## src/rtl/ps2_pkg.sv

```systemverilog
// Shared PS/2 receive types, frame constants and parity helper.
package ps2_pkg;

    localparam int PS2_DATA_BITS  = 8;
    localparam int PS2_FRAME_BITS = 11;

    typedef enum logic [1:0] {
        ST_IDLE   = 2'd0,
        ST_DATA   = 2'd1,
        ST_PARITY = 2'd2,
        ST_STOP   = 2'd3
    } ps2_state_t;

    // PS/2 uses odd parity: data bits plus parity bit must hold an odd number of ones.
    function automatic logic odd_parity_ok(input logic [PS2_DATA_BITS-1:0] d, input logic par);
        return ^{d, par};
    endfunction

endpackage

```

## src/rtl/sync_fifo.sv

```systemverilog
// First-word-fall-through FIFO: head visible combinationally from registered storage.
// Push/pop take effect on the next edge; a push while full is accepted only alongside a pop.
module sync_fifo #(
    parameter int WIDTH = 8,
    parameter int DEPTH = 8
) (
    input  logic                     clk,
    input  logic                     rst_n,
    input  logic                     wr_en,
    input  logic [WIDTH-1:0]         wr_data,
    input  logic                     rd_en,
    output logic [WIDTH-1:0]         rd_data,
    output logic                     valid,
    output logic                     full,
    output logic [$clog2(DEPTH):0]   count
);
    localparam int AW = $clog2(DEPTH);
    localparam int CW = AW + 1;

    logic [WIDTH-1:0] mem [DEPTH];
    logic [AW-1:0]    wr_ptr;
    logic [AW-1:0]    rd_ptr;
    logic             do_wr;
    logic             do_rd;

    assign valid   = (count != '0);
    assign full    = (count == CW'(DEPTH));
    assign do_rd   = rd_en && valid;
    assign do_wr   = wr_en && (!full || do_rd);
    // Gated so the head reads zero whenever nothing is queued, including after reset.
    assign rd_data = valid ? mem[rd_ptr] : '0;

    always_ff @(posedge clk) begin
        if (do_wr)
            mem[wr_ptr] <= wr_data;
    end

    always_ff @(posedge clk or negedge rst_n) begin
        if (!rst_n) begin
            wr_ptr <= '0;
            rd_ptr <= '0;
            count  <= '0;
        end else begin
            if (do_wr)
                wr_ptr <= wr_ptr + 1'b1;
            if (do_rd)
                rd_ptr <= rd_ptr + 1'b1;
            count <= count + CW'(do_wr) - CW'(do_rd);
        end
    end

endmodule

```

## src/rtl/ps2_rx_fifo.sv

```systemverilog
// PS/2 device receiver: sync + deglitch pins, deframe 11-bit frames, queue bytes in a FWFT FIFO.
// Stop-bit fall to valid is FILTER_LEN+4 cycles; full FIFO drops frames and raises sticky overflow.
module ps2_rx_fifo
    import ps2_pkg::*;
#(
    parameter int FIFO_DEPTH     = 8,
    parameter int FILTER_LEN     = 4,
    parameter int TIMEOUT_CYCLES = 50000
) (
    input  logic                          clk,
    input  logic                          rst_n,
    input  logic                          ps2_clk,
    input  logic                          ps2_data,
    input  logic                          rd_en,
    input  logic                          clr_err,
    output logic [7:0]                    data,
    output logic                          valid,
    output logic [$clog2(FIFO_DEPTH):0]   count,
    output logic                          overflow,
    output logic                          parity_err,
    output logic                          frame_err
);
    localparam int FCW = $clog2(FILTER_LEN + 1);
    localparam int TCW = $clog2(TIMEOUT_CYCLES + 1);
    localparam int BCW = $clog2(PS2_FRAME_BITS);

    logic [1:0]            clk_sync;
    logic [1:0]            dat_sync;
    logic [FCW-1:0]        filt_cnt;
    logic                  filt_clk;
    logic                  filt_d;
    logic                  fall;
    logic [FILTER_LEN:0]   dat_dly;
    logic                  bit_in;

    ps2_state_t            state;
    logic [PS2_DATA_BITS-1:0] shreg;
    logic                  par_bit;
    logic [BCW-1:0]        bit_cnt;
    logic [TCW-1:0]        to_cnt;
    logic                  timeout;

    logic                  fifo_full;
    logic                  frame_done;
    logic                  par_ok;
    logic                  par_evt;
    logic                  frm_evt;
    logic                  ovf_evt;
    logic                  push;

    // Data is delayed by the filter depth plus the strobe stage so the sample lines up with fall.
    assign bit_in = dat_dly[FILTER_LEN];

    always_ff @(posedge clk or negedge rst_n) begin
        if (!rst_n) begin
            clk_sync <= 2'b11;
            dat_sync <= 2'b11;
            filt_cnt <= '0;
            filt_clk <= 1'b1;
            filt_d   <= 1'b1;
            fall     <= 1'b0;
            dat_dly  <= '1;
        end else begin
            clk_sync <= {clk_sync[0], ps2_clk};
            dat_sync <= {dat_sync[0], ps2_data};
            dat_dly  <= {dat_dly[FILTER_LEN-1:0], dat_sync[1]};
            if (clk_sync[1] == filt_clk) begin
                filt_cnt <= '0;
            end else if (filt_cnt == FCW'(FILTER_LEN - 1)) begin
                filt_clk <= clk_sync[1];
                filt_cnt <= '0;
            end else begin
                filt_cnt <= filt_cnt + 1'b1;
            end
            filt_d <= filt_clk;
            fall   <= filt_d & ~filt_clk;
        end
    end

    assign timeout    = (state != ST_IDLE) && (to_cnt == TCW'(TIMEOUT_CYCLES));
    assign frame_done = (state == ST_STOP) && fall;
    assign par_ok     = odd_parity_ok(shreg, par_bit);
    assign par_evt    = frame_done && !par_ok;
    assign frm_evt    = frame_done && par_ok && !bit_in;
    assign ovf_evt    = frame_done && par_ok && bit_in && fifo_full && !rd_en;
    assign push       = frame_done && par_ok && bit_in && !(fifo_full && !rd_en);

    always_ff @(posedge clk or negedge rst_n) begin
        if (!rst_n) begin
            state   <= ST_IDLE;
            shreg   <= '0;
            par_bit <= 1'b0;
            bit_cnt <= '0;
            to_cnt  <= '0;
        end else begin
            if (state == ST_IDLE || fall)
                to_cnt <= '0;
            else if (!timeout)
                to_cnt <= to_cnt + 1'b1;

            if (fall) begin
                case (state)
                    ST_IDLE: begin
                        if (!bit_in) begin
                            state   <= ST_DATA;
                            bit_cnt <= '0;
                        end
                    end
                    ST_DATA: begin
                        shreg   <= {bit_in, shreg[PS2_DATA_BITS-1:1]};
                        bit_cnt <= bit_cnt + 1'b1;
                        if (bit_cnt == BCW'(PS2_DATA_BITS - 1))
                            state <= ST_PARITY;
                    end
                    ST_PARITY: begin
                        par_bit <= bit_in;
                        state   <= ST_STOP;
                    end
                    default: state <= ST_IDLE;
                endcase
            end else if (timeout) begin
                state <= ST_IDLE;
            end
        end
    end

    // A new error event wins over a simultaneous clear.
    always_ff @(posedge clk or negedge rst_n) begin
        if (!rst_n) begin
            overflow   <= 1'b0;
            parity_err <= 1'b0;
            frame_err  <= 1'b0;
        end else begin
            overflow   <= ovf_evt | (overflow   & ~clr_err);
            parity_err <= par_evt | (parity_err & ~clr_err);
            frame_err  <= frm_evt | (frame_err  & ~clr_err);
        end
    end

    sync_fifo #(
        .WIDTH (8),
        .DEPTH (FIFO_DEPTH)
    ) u_fifo (
        .clk     (clk),
        .rst_n   (rst_n),
        .wr_en   (push),
        .wr_data (shreg),
        .rd_en   (rd_en),
        .rd_data (data),
        .valid   (valid),
        .full    (fifo_full),
        .count   (count)
    );

endmodule

```

## config.mk

```make
export PLATFORM = sky130hd
export DESIGN_NAME = ps2_rx_fifo
export DESIGN_NICKNAME = d
export VERILOG_FILES = /design/src/rtl/ps2_pkg.sv /design/src/rtl/sync_fifo.sv /design/src/rtl/ps2_rx_fifo.sv
export SDC_FILE = /design/constraint.sdc
export NUM_CORES = 1
export LEC_CHECK = 0
export CAP_MARGIN = 20
export CELL_PAD_IN_SITES_DETAIL_PLACEMENT = 1
export CELL_PAD_IN_SITES_GLOBAL_PLACEMENT = 2
export CORE_ASPECT_RATIO = 1.25
export CORE_MARGIN = 1.5
export CORE_UTILIZATION = 40
export DETAILED_ROUTE_END_ITERATION = 8
export PLACE_DENSITY = 0.81
export SLEW_MARGIN = 20
export SYNTH_ARGS = -nofsm -noshare
export SYNTH_HDL_FRONTEND = slang
export SYNTH_SLANG_ARGS = --single-unit
```

## constraint.sdc

```tcl
create_clock -name clk -period 2.55 [get_ports clk]
set_input_delay 0.3825 -clock clk [delete_from_list [all_inputs] [get_ports clk]]
set_output_delay 0.3825 -clock clk [all_outputs]
set_load 0.01 [all_outputs]
```

==> results.sh, run 1 <==
export IMPL_place_hpwl_mm=7.658
export IMPL_power_density_nw_per_um2=1125
export IMPL_switchingPower_mw=2.288
export IMPL_yosysUniqueCellTypes=52
export IMPL_muxShareOfSynthArea_pct=10.92
export IMPL_setup_viol=0
export IMPL_fin_skew_ps=9.007
export IMPL_synth_top_family_by_area="multiplexers"
export IMPL_drcViolationCount=0
export IMPL_place_congestion=0.7343
export IMPL_netlist_top_cells_count="64 x edfxtp_1, 48 x dfrtp_1, 23 x nor2_1, 20 x inv_1"
export IMPL_power_frac_seq_pct=36.4
export IMPL_num_antenna_cells=0
export IMPL_synth_fa_ha_area_share_pct=4.333
export IMPL_fillers=1300
export IMPL_yosysMostFrequentCell="edfxtp_1"
export IMPL_finalHoldViolations=0
export IMPL_synthArstFlopShare_pct=47.97
export IMPL_worstSetupStartpointType="register"
export IMPL_drive_gt1_share_pct=25.41
export IMPL_clockRootBuffer="clkbuf_16"
export IMPL_area_growth_syn_to_layout_pct=23.22
export IMPL_status="complete, no violations"
export IMPL_numClockSinks=123
export IMPL_yosysSeqAreaShare_pct=63.52
export IMPL_io_buffers=21
export IMPL_cts_tree="done"
export IMPL_antenna_found_initial=0
export IMPL_p_leak_nw=2.614
export IMPL_peakVddDrop_mv=0.5798
export IMPL_synth_area_sq_um=5371
export IMPL_slew_headroom_pct=48.78
export IMPL_grt_start_max_net_pins=32
export IMPL_yosysTopAreaCellShare_pct=35.78
export IMPL_overflow=0
export IMPL_worstPathMaxFanout=9
export IMPL_synth_xor_area_share_pct=4.962
export IMPL_final_nets=436
export IMPL_critPathKind="register to register"
export IMPL_grt_usage_pct=17.92
export IMPL_die_x_um=106.6
export IMPL_drt_wirelength_per_cell_um=19.15
export IMPL_worstPathRequired_ps=2660
export IMPL_grt_pass1_wl_mm=19.11
export IMPL_post_route_min_period_ps=2454
export IMPL_max_cap_violations=0
export IMPL_core_area_sq_um=13170
export IMPL_cpPeakStageDelay_ps=450
export IMPL_fmax_mhz=407.5
export IMPL_drv_slew=0
export IMPL_crit_arrival_ps=2570
export IMPL_crit_path_end_kind="register"
export IMPL_synthFlopType="edfxtp_1"
export IMPL_via_per_inst=5.196
export IMPL_io_pins=22
export IMPL_clk_pin_slew_ps=60
export IMPL_fin_ws_ps=96.18
export IMPL_cts_max_level=4
export IMPL_pwr_share_comb_pct=30.3
export IMPL_syn_avg_cell_area_sq_um=14.96
export IMPL_critPathBufInv=3
export IMPL_floorplan_die_area_sq_um=14140
export IMPL_ctsHoldBuffers=0
export IMPL_final_period_utilization_pct=96.23
export IMPL_synthCells=359
export IMPL_yosysTopAreaCell="edfxtp_1"
export IMPL_synth_compound_area_share_pct=4.426
export IMPL_drt_wl_total_mm=11.41
export IMPL_synth_nets=383
export IMPL_initial_core_util_pct=40.78
export IMPL_dr_first_iter_drc_count=149
export IMPL_cpMaxStageDelayCell="a2111oi_4"
export IMPL_cellInternalPower_mw=5.158
export IMPL_num_vias=3097
export IMPL_clk_latency_ps=410
export IMPL_grt_pass1_vias=3587
export IMPL_swShare_pct=30.73
export IMPL_numCtsBuffers=17
export IMPL_dieHeight_um=132.6
export IMPL_rows=47
export IMPL_yosys_area_share_simple_pct=9.411
export IMPL_cts_buffer_depth=2
export IMPL_synth_edf_count=64
export IMPL_cp_top_family="simple AND/OR/NAND/NOR gates"
export IMPL_rsz0062_at_grt="false"
export IMPL_worstHoldPathType="input port to asynchronous set/reset pin"
export IMPL_dr_pass1_iters=4
export IMPL_dp_slack_ps=-202.7
export IMPL_yosys_top_cells_area="edfxtp_1 36%, dfrtp_1 22%, mux4_2 6.7%"
export IMPL_path_cells="inv_1 > ha_2 > or2b_4 > a2111oi_4 > mux2i_4 > buf_12 > nor4b_4 > buf_4"
export IMPL_tightest_slew_ps=768.2
export IMPL_p_total_mw=7.446
export IMPL_yosysWarnings=0
export IMPL_antenna_left=0
export IMPL_pwr_share_clk_pct=33.3
export IMPL_ys_ff_latch=123
## worst reg2reg max path, cell delays in order (launching register included)
cell	delay, ps
dfrtp_1	350
inv_1	90
ha_2	210
or2b_4	290
a2111oi_4	460
mux2i_4	160
buf_12	170
nor4b_4	210
buf_4	220
## layout by cell type, fill, tap and decap left out, types with 9 or more instances in the layout
cell type        count
inv_1               20
mux2_2              10
xor2_1               9
clkbuf_16           17
edfxtp_1            64
o21ai_0              9
nand3_1              9
dfrtp_1             47
ha_1                16
dfstp_2             11
mux4_2              16
xnor2_1             13
buf_4               22
nand2_1             17
clkdlybuf4s50_1     12
mux2i_1             10
nor2_1              23
## cell families after synthesis
group,Yosys count
AO/OA/AOI/OAI,32
XOR/XNOR,25
adder cells (fa/ha/maj),18
buffers and inverters,32
flip-flops,123
multiplexers,37
AND/OR/NAND/NOR,92
## metal layers
layer	vias up	wire length [um]	track usage, %
li1	1436	-	-
met1	1596	4505	20.70
met2	48	6415	32.30
met3	17	286	3.842
met4	0	206	6.667
met5	-	0	0
## through the flow
stage | cells | hold WS [ps] | util, % | setup TNS (ps) | area (sq um)
2_1_floorplan | 359 | 86.91 | - | -10770 | 5376
6_report | 596 | 50.30 | 50.25 | 0 | 6619
4_1_cts | 596 | 57.26 | 49.99 | 0 | 6585
3_3_place_gp | 563 | 345.8 | 45.23 | -5567 | 5958
5_1_grt | 596 | 84.37 | 50.25 | 0 | 6619
3_5_place_dp | 563 | 347.0 | 45.23 | -12230 | 5958
## final timing paths
check | start | cells past startpoint | slack, ps | endpoint
max in group asynchronous | rst_n | 2 | 1820 | dat_sync[0]$_DFF_PN1_
hold reg to reg | dat_dly[3]$_DFF_PN1_ | 0 | 350 | dat_dly[4]$_DFF_PN1_
setup / recovery | u_fifo.count[2]$_DFF_PN0_ | 8 | 100 | u_fifo.mem[5][2]$_DFFE_PP_
hold / removal | rst_n | 1 | 50 | filt_cnt[1]$_DFF_PN0_
setup reg to reg | u_fifo.count[2]$_DFF_PN0_ | 8 | 100 | u_fifo.mem[5][2]$_DFFE_PP_
min in group clk | dat_dly[3]$_DFF_PN1_ | 0 | 350 | dat_dly[4]$_DFF_PN1_
## state kept, by name (all words and copies together), names as in the netlist, 2 cells and up
| signal | flops |
|---|---|
| clk_sync | 2 |
| state | 2 |
| bit_cnt | 4 |
| filt_cnt | 3 |
| u_fifo.count | 4 |
| shreg | 8 |
| u_fifo.rd_ptr | 3 |
| dat_dly | 5 |
| dat_sync | 2 |
| u_fifo.wr_ptr | 3 |
| u_fifo.mem | 64 |
| to_cnt | 16 |
## cell type report
class	count	area [sq um]	share of cell area (%)
Inverter	20	75.07	1.134
Timing Repair Buffer	46	420.4	6.352
Sequential cell	123	3413	51.57
Tap cell	171	214.0	3.233
Clock buffer	20	436.7	6.597
Multi-Input combinational cell	204	1887	28.51
Clock inverter	12	172.7	2.609
## power by group through the flow
stage | Combinational (mW) | Clock (mW) | Sequential (mW)
after CTS | 2.26 | 2.53 | 2.71
final | 2.25 | 2.48 | 2.71
after floorplan | 1.46 | 0 | 2.65
after global placement | 2.19 | 0 | 2.72
after global routing | 2.49 | 2.60 | 2.75
after detailed placement | 2.28 | 0 | 2.74
## what timing repair did
item,CTS,global route
endpoints found under the setup margin,72,47
cloned,0,0
pin swaps,2,1
setup buffers,1,0
gates resized for setup,11,7
Note: power is estimated with default switching activity, not from simulation.
==> run 2, diff against run 1 <==
SLEW_MARGIN = not set   (was 20)
==> results of run 2 <==
Final layout, timing and power as in run 1 (identical DEF).
==> run 3, diff against run 2 <==
--- a/config.mk
+++ b/config.mk
@@ -14,4 +14,5 @@
 export DETAILED_ROUTE_END_ITERATION = 8
 export PLACE_DENSITY = 0.81
+export SETUP_SLACK_MARGIN = 0.3
 export SYNTH_ARGS = -nofsm -noshare
 export SYNTH_HDL_FRONTEND = slang
==> constraint.sdc (replaced) <==
create_clock -name clk -period 2.55 [get_ports clk]
set_input_delay 0.3825 -clock clk [delete_from_list [all_inputs] [get_ports clk]]
set_output_delay 0.3825 -clock clk [all_outputs]
set_load 0.05 [all_outputs]
==> run 3 against run 2 <==
Critical path depth did not move; count of clock-buffer cells in the layout fell by 1; first-iteration DRC count fell by 38%.
==> results.sh, run 3 (same netlist as run 1, synthesis figures left out) <==
export IMPL_place_congestion=0.7096
export IMPL_tightest_slew_ps=572.9
export IMPL_place_hpwl_mm=7.826
export IMPL_rows=47
export IMPL_power_density_nw_per_um2=1182
export IMPL_grt_pass1_wl_mm=19.18
export IMPL_dp_slack_ps=-73.92
export IMPL_fin_ws_ps=158.4
export IMPL_overflow=0
export IMPL_worstSetupStartpointType="register"
export IMPL_max_cap_violations=0
export IMPL_initial_core_util_pct=40.78
export IMPL_numClockSinks=123
export IMPL_numCtsBuffers=17
export IMPL_critPathKind="register to register"
export IMPL_hp_start="dat_sync[1]$_DFF_PN1_"
export IMPL_multi_input_area_sq_um=2017
export IMPL_fillers=1290
export IMPL_final_period_utilization_pct=93.79
export IMPL_final_common_cell="edfxtp_1"
export IMPL_cpPeakStageDelay_ps=440
export IMPL_dr_first_iter_drc_count=93
export IMPL_reg2regPathDepth=8
export IMPL_worstPathRequired_ps=2680
export IMPL_clk_pin_slew_ps=60
export IMPL_regMostFlops="u_fifo.mem"
export IMPL_critical_path_startpoint="u_fifo.count[3]$_DFF_PN0_"
export IMPL_crit_arrival_ps=2520
export IMPL_finalHoldViolations=0
export IMPL_floorplan_die_area_sq_um=14140
export IMPL_cts_tree="done"
export IMPL_largest_reg_flops=64
export IMPL_rsz0062_at_grt="true"
export IMPL_fmax_mhz=418.1
export IMPL_io_buffers=21
export IMPL_whs_path_depth=0
export IMPL_path_cells="buf_4 > ha_4 > nor3b_4 > a2111oi_4 > mux2i_4 > buf_12 > nor4b_4 > buf_6"
export IMPL_cpMaxStageDelayCell="a2111oi_4"
export IMPL_reg_top3="u_fifo.mem (64), to_cnt (16), shreg (8)"
export IMPL_via_per_inst=5.205
export IMPL_cts_buffer_depth=2
export IMPL_p_leak_nw=2.701
export IMPL_final_nets=446
export IMPL_placed_cells_incl_taps=558
export IMPL_grt_pass1_vias=3556
export IMPL_slew_headroom_pct=61.81
export IMPL_clk_latency_ps=410
export IMPL_antenna_left=0
export IMPL_antenna_found_initial=0
export IMPL_drcViolationCount=0
export IMPL_core_area_sq_um=13170
export IMPL_worstHoldPathType="register to register"
export IMPL_drt_wl_total_mm=11.81
export IMPL_clockRootBuffer="clkbuf_16"
export IMPL_die_x_um=106.6
export IMPL_p_total_mw=8.142
export IMPL_seqCellArea_sq_um=3420
export IMPL_num_antenna_cells=0
export IMPL_worstPathMaxFanout=10
export IMPL_fin_util_pct=52.27
export IMPL_grt_usage_pct=18.49
export IMPL_peakVddDrop_mv=0.6831
export IMPL_dieHeight_um=132.6
export IMPL_status="complete, no violations"
export IMPL_grt_start_max_net_pins=38
export IMPL_layout_common_cells="64 x edfxtp_1, 42 x dfrtp_1, 23 x nor2_1"
export IMPL_drive_gt1_share_pct=33.33
export IMPL_rr_startpoint="u_fifo.count[3]$_DFF_PN0_"
export IMPL_area_growth_syn_to_layout_pct=28.19
export IMPL_cts_max_level=4
export IMPL_post_route_min_period_ps=2392
export IMPL_dr_pass1_iters=4
export IMPL_drv_slew=0
export IMPL_num_vias=3154
export IMPL_setup_viol=0
export IMPL_fin_skew_ps=6.590
export IMPL_finalNonFillerCells=606
export IMPL_io_pins=22
export IMPL_crit_path_end_kind="register"
export IMPL_drt_wirelength_per_cell_um=19.49
## run 3: where the power goes
group / total (mW) / switching (mW) / internal, mW
logic: 3.11 / 1.70 / 1.41
registers: 2.78 / 0.362 / 2.42
clock network: 2.26 / 0.838 / 1.42
total: 8.14 / 2.90 / 5.24
## run 3: repair_timing
action / in CTS / in global routing
hold buffers: 1 / 0
setup endpoints to repair: 60 / 79
gates cloned: 1 / 0
hold endpoints to repair: 20 / 0
pin swaps: 10 / 9
buffers inserted: 7 / 7
resized for setup: 21 / 11
## run 3: per-stage QoR
| step | cell area, sq um | TNS [ps] | hold slack [ps] |
|---|---|---|---|
| after floorplan | 5532 | 0 | 86.91 |
| after global placement | 6071 | -52.03 | 346.2 |
| after detailed placement | 6071 | -1444 | 348.2 |
| after CTS | 6794 | 0 | 352.5 |
| after global routing | 6885 | 0 | 357.5 |
| final | 6885 | 0 | 355.0 |
## run 3: per-layer routing
metal / vias up / wire (um) / GRT usage [%]
li1: 1454 / - / -
met1: 1636 / 4448 / 19.87
met2: 46 / 6725 / 34.05
met3: 18 / 403 / 5.222
met4: 0 / 231 / 6.815
met5: - / 0 / 0
## run 3: path summary, 6_finish.rpt
kind | to | slack [ps]
setup / recovery | u_fifo.mem[5][7]$_DFFE_PP_ | 160
setup reg to reg | u_fifo.mem[5][7]$_DFFE_PP_ | 160
min in group asynchronous | to_cnt[9]$_DFFE_PN0P_ | 500
hold reg to reg | dat_dly[0]$_DFF_PN1_ | 360
max in group asynchronous | dat_dly[3]$_DFF_PN1_ | 1390
hold / removal | dat_dly[0]$_DFF_PN1_ | 360
## run 3: area by class of cell
cell class              instances  share of cell area (%)
flip-flops and latches        123                   49.66
inverters                      20                   1.181
multi-input cells             204                   29.29
repair buffers                 56                   8.613
well taps                     171                   3.107
clock inverters                13                   1.854
clock buffers                  19                   6.287
## run 3: critical path, delay by kind of cell, from the launching register on
kind / cells / cell delay, ps
flops: 1 / 420
compound gates: 1 / 440
fa+ha+maj: 1 / 150
mux: 1 / 160
simple gates: 2 / 410
buf+inv: 3 / 520
==> RTL change 1 (config.mk and constraints of run 1) <==
Re-encode `ps2_state_t` (4 states) as one-hot, 4 bits wide.
--- a/src/rtl/ps2_pkg.sv
+++ b/src/rtl/ps2_pkg.sv
@@ -6,7 +6,7 @@
 
-    typedef enum logic [1:0] {
-        ST_IDLE   = 2'd0,
-        ST_DATA   = 2'd1,
-        ST_PARITY = 2'd2,
-        ST_STOP   = 2'd3
+    typedef enum logic [3:0] {
+        ST_IDLE   = 4'b0001,
+        ST_DATA   = 4'b0010,
+        ST_PARITY = 4'b0100,
+        ST_STOP   = 4'b1000
     } ps2_state_t;
Check against the original RTL: same outputs for any inputs over 10 cycles, from zero or initial values and one cycle with rst_n low; not proved beyond that.
==> RTL change 1 against run 1 <==
Combinational power is 18% lower; sequential cell count increased by 2; cell area is 0.81% lower; global-route usage shrank 0.48 points; worst setup slack worse by 0.021 ns; non-clock buffer count up 4; via count down 1.5%; final cell count up 0.67%; power shrank 9.9%; sequential power down 2%; routed wire length decreased by 3.2%; area after synthesis decreased by 0.72%; critical endpoint is now data[1]; largest cell class unchanged.
==> RTL change 1: results (changes against run 1) <==
----------------------------------------------------
[Synthesis]
  Adder and majority gate portion of the synthesized area ... 0.0319 (-0.0114)
  Fraction of synthesized cell area in xor and xnor cells ... 0.0554 (+0.00576)
  Share of synthesized area occupied by flip-flops and latches ... 0.649 (+0.0142)
  Mean area per synthesized cell ... 14.9 um^2 (-0.17%)
  Most area-consuming cells after synthesis ... edfxtp_1, dfrtp_1, mux4_2
  Fraction of registers with async set/reset ... 0.488 (+0.00833)
  Synth Net Count ... 376 (-1.8%)
  Mux share of post-synthesis cell area ... 0.110 (+0.00103)
  Post-synth top cells ... edfxtp_1, dfrtp_1, nor2_1
  Number of distinct library cells after synthesis ... 51 (-1.9%)
  Number of warning messages in the yosys log ... 0 (unchanged)

[Global routing]
  Met3 usage ... 0.0524 (+0.0140)
  Combined global-route utilization of all metal layers ... 0.174 (-0.00477)
  Pin count of the biggest net entering global routing ... 32 (unchanged)
  Global-route wire length before repair ... 18.3 mm (-4.4%)
  Met2 GRT Util ... 0.317 (-0.00616)
  M1 GR Usage ... 0.192 (-0.0150)
  Number of global-route vias before repair ... 3474 (-3.2%)

[STA]
  Final Worst Setup Slack ... 0.0752 ns (-0.0210 ns)
  Slew at the pin closest to its max-slew limit ... 0.733 ns (-0.0354 ns)
  Post-route worst hold slack ... 0.0298 ns (-0.0205 ns)
  Maximum clock skew at final layout ... 0.00683 ns (-0.00217 ns)

[Placed design]
  Final weighted congestion in routability-driven placement ... 0.762 (+3.8%)
  Cell count after placement ... 561 (-0.36%)
  Pre-CTS worst setup slack ... 0.0680 ns (+0.271 ns)
  Final HPWL DP ... 7.33 mm (-4.2%)
  DP Area ... 5900 um^2 (-0.92%)

[Power and ir drop]
  P_leak ... 2.62 nW (+0.20%)
  Power in combinational cells ... 1.85 mW (-18%)
  Clock group ... 2.21 mW (-11%)
  Seq group ... 2.65 mW (-2%)
  IR drop worst, VDD ... 0.531 mV (-8.3%)

[Finish]
  Register area ... 3470 um^2 (+1.5%)
  Layout Nets ... 435 (-0.23%)
  Registers with the most flip-flops ... u_fifo.mem x64, to_cnt x16, shreg x8
  Layout cell share with drive strength beyond 1 ... 0.259 (+0.00462)
  Number of filler instances in the final layout ... 1302 (+0.15%)

[Run status]
  Status ... finished clean

[Worst setup path]
  Biggest cell delay along the critical path ... 0.50 ns (+0.05 ns)
  Critical path fanouts, max ... 4 (-5)
  Register-to-register path setup slack ... 0.20 ns (+0.10 ns)
  Critical-path cell with the highest stage delay ... mux4_2
  Delay-heaviest family, CP ... multiplexers
  Register-to-Register Path Depth ... 9 (+1)

[Detailed routing]
  Via count of the routed design ... 3051 (-1.5%)
  M1 wire length ... 4.29 mm (-4.8%)
  Detail-routed via count per cell ... 5.09 (-2.1%)
  Post-Route WL ... 11.0 mm (-3.2%)
  Met3 WL post-DR ... 321 um (+12%)
  Metal2 WL ... 6.20 mm (-3.4%)
  First DRT Iteration DRCs ... 115 (-23%)

[Clock tree]
  Clock root buffer ... clkbuf_16

----------------------------------------------------
## RTL change 1: layout make-up
| type | count | share of cell area |
|---|---|---|
| Clock inverter | 15 | 0.0191 |
| Timing Repair Buffer | 50 | 0.0757 |
| Clock buffer | 17 | 0.0648 |
| Inverter | 20 | 0.0114 |
| Multi-Input combinational cell | 202 | 0.269 |
| Sequential cell | 125 | 0.528 |
| Tap cell | 171 | 0.0326 |
## RTL change 1: what timing repair did
action	in CTS	in global routing
setup buffers	3	2
setup endpoints to repair	8	6
cloned	1	1
hold endpoints to repair	0	0
pin swaps	0	3
gates resized for setup	11	9
## RTL change 1: path summary, 6_finish.rpt
| kind | startpoint | to |
|---|---|---|
| worst min-delay path | rst_n | to_cnt[7] |
| max in group asynchronous | rst_n | state[0] |
| worst max register to register | shreg[6] | u_fifo.count[2] |
| worst max-delay path | u_fifo.rd_ptr[0] | data[1] |
| worst min register to register | dat_dly[3] | dat_dly[4] |
| min in group clk | dat_dly[3] | dat_dly[4] |
==> RTL change 2 (settings of run 1) <==
Made on the original files. `TIMEOUT_CYCLES`: 50000 -> 12500.
--- a/src/rtl/ps2_rx_fifo.sv
+++ b/src/rtl/ps2_rx_fifo.sv
@@ -7,3 +7,3 @@
     parameter int FILTER_LEN     = 4,
-    parameter int TIMEOUT_CYCLES = 50000
+    parameter int TIMEOUT_CYCLES = 12500
 ) (
Formal check against the unedited RTL: no difference found for any inputs over 10 cycles, from zero or initial values and one cycle with rst_n low; that may be too few to reach the edited logic, so the function may still have changed.
==> RTL change 2 against run 1 <==
Routed wire length is 4.3% lower; largest power group unchanged; power is 2.7% lower; critical endpoint is now u_fifo.mem[2][3]; critical path type unchanged; global-route usage is 0.44 points lower; maximum frequency is 0.81% higher; area after synthesis is 1.6% lower; non-clock buffer count is 1 higher; worst setup slack better by 0.020 ns; final cell count is 1.7% lower; clock power is 8% lower; sequential cell count is 2 lower; largest cell class unchanged; highest routed layer unchanged; cell area is 1.9% lower; utilization is 0.56 points higher.
==> RTL change 2: results (changes against run 1) <==
----------------------------------------------------
[Run status]
  Status ... finished clean

[Global routing]
  Pin count of the biggest net entering global routing ... 31 (-3.1%)
  Combined global-route utilization of all metal layers ... 0.175 (-0.00438)
  Number of global-route vias before repair ... 3429 (-4.4%)
  Global-route wire length before repair ... 18.1 mm (-5.6%)

[Synthesis]
  Mean area per synthesized cell ... 15.0 um^2 (+0.33%)
  Post-synth top cells ... edfxtp_1, dfrtp_1, nor2_1
  Synth Net Count ... 376 (-1.8%)
  Fraction of registers with async set/reset ... 0.471 (-0.00860)
  Flops & latches, synth ... 121 (-1.6%)
  Number of distinct library cells after synthesis ... 49 (-5.8%)

[Detailed routing]
  First DRT Iteration DRCs ... 90 (-40%)
  M1 wire length ... 4.32 mm (-4.2%)
  Met3 WL post-DR ... 315 um (+10%)
  Detail-routed via count per cell ... 5.19 (-0.20%)

[Finish]
  Layout cell share with drive strength beyond 1 ... 0.268 (+0.0138)
  Non-clock buffer share ... 0.0652 (+0.00163)
  Number of filler instances in the final layout ... 1278 (-1.7%)
  Registers with the most flip-flops ... u_fifo.mem x64, to_cnt x14, shreg x8
  Clk_buf instances ... 17 (-15%)
  Portion of the layout cell area used by clock cells ... 0.0889 (-0.00320)
  Fraction of area in multi-input gates ... 0.282 (-0.00346)
  Register fraction of the total cell area ... 0.518 (+0.00243)
  Non-Clock Buffer Count ... 47 (+2.2%)
  Final instance area ... 6490 um^2 (-1.9%)
  Multi-input combinational gate total ... 194 (-4.9%)
  Inverter count ... 24 (+20%)

[Worst setup path]
  Worst reg2reg path endpoint ... u_fifo.mem[2][3]
  Register-to-register path setup slack ... 0.12 ns (+0.02 ns)
  Arr. time, crit path ... 2.56 ns (about the same)

[Floorplanning]
  Chip width ... 106 um (-0.79%)

[Power and ir drop]
  IR drop worst, VDD ... 0.551 mV (-5.1%)
  P_leak ... 2.65 nW (+1.6%)

[Placed design]
  Cell count after placement ... 552 (-2.0%)
  Final weighted congestion in routability-driven placement ... 0.752 (+2.5%)
  Final HPWL DP ... 7.45 mm (-2.7%)
  Pre-CTS worst setup slack ... -0.212 ns (-0.00967 ns)

[STA]
  Maximum clock skew at final layout ... 0.0102 ns (+0.00120 ns)
  Post-route worst hold slack ... 0.00735 ns (-0.0429 ns)

----------------------------------------------------
==> RTL change 2: worst max path at each step <==
| stage | depth (start not counted) | slack (ns) | end | startpoint |
|---|---|---|---|---|
| after CTS | 10 | 0.07 | u_fifo.count[2] | u_fifo.count[2] |
| after global routing | 8 | 0.00007 | u_fifo.mem[2][3] | u_fifo.count[2] |
| final | 8 | 0.12 | u_fifo.mem[2][3] | u_fifo.count[2] |
| after global placement | 7 | -0.14 | u_fifo.mem[2][6] | rd_en |
| after floorplan | 7 | -0.34 | u_fifo.mem[0][0] | u_fifo.count[2] |
| after detailed placement | 7 | -0.21 | u_fifo.mem[5][0] | rd_en |
==> RTL change 2: power breakdown <==
| part | total (mW) | internal [mW] | switching (mW) |
|---|---|---|---|
| combinational | 2.25 | 1.13 | 1.13 |
| clock | 2.29 | 1.43 | 0.863 |
| sequential | 2.69 | 2.38 | 0.314 |
==> RTL change 2: critical path, cell delays in order (launching register included) <==
cell       delay, ns
dfrtp_1         0.38
inv_2           0.07
ha_1            0.21
or2b_4          0.30
a2111oi_4       0.36
mux2i_2         0.15
buf_4           0.21
nor4b_4         0.28
buf_6           0.17
==> RTL change 2: timing repair <==
item / in CTS / in global routing
gates resized for setup: 15 / 7
buffers inserted: 1 / 1
pin swaps: 0 / 2
setup endpoints to repair: 42 / 50
==> RTL change 2: cells by family after synthesis <==
family,after synthesis,share of synthesized area
adder cells (fa/ha/maj),18,0.0440
flip-flops,121,0.636
XOR/XNOR,26,0.0521
multiplexers,37,0.111
AND/OR/NAND/NOR,86,0.0876
AO/OA/AOI/OAI,27,0.0405
buffers and inverters,37,0.0284
==> RTL change 2: metal layers <==
metal,GRT usage,vias to the layer above
met5,0,-
met4,0.0788,0
met3,0.0446,28
met2,0.310,48
met1,0.195,1555
li1,-,1408
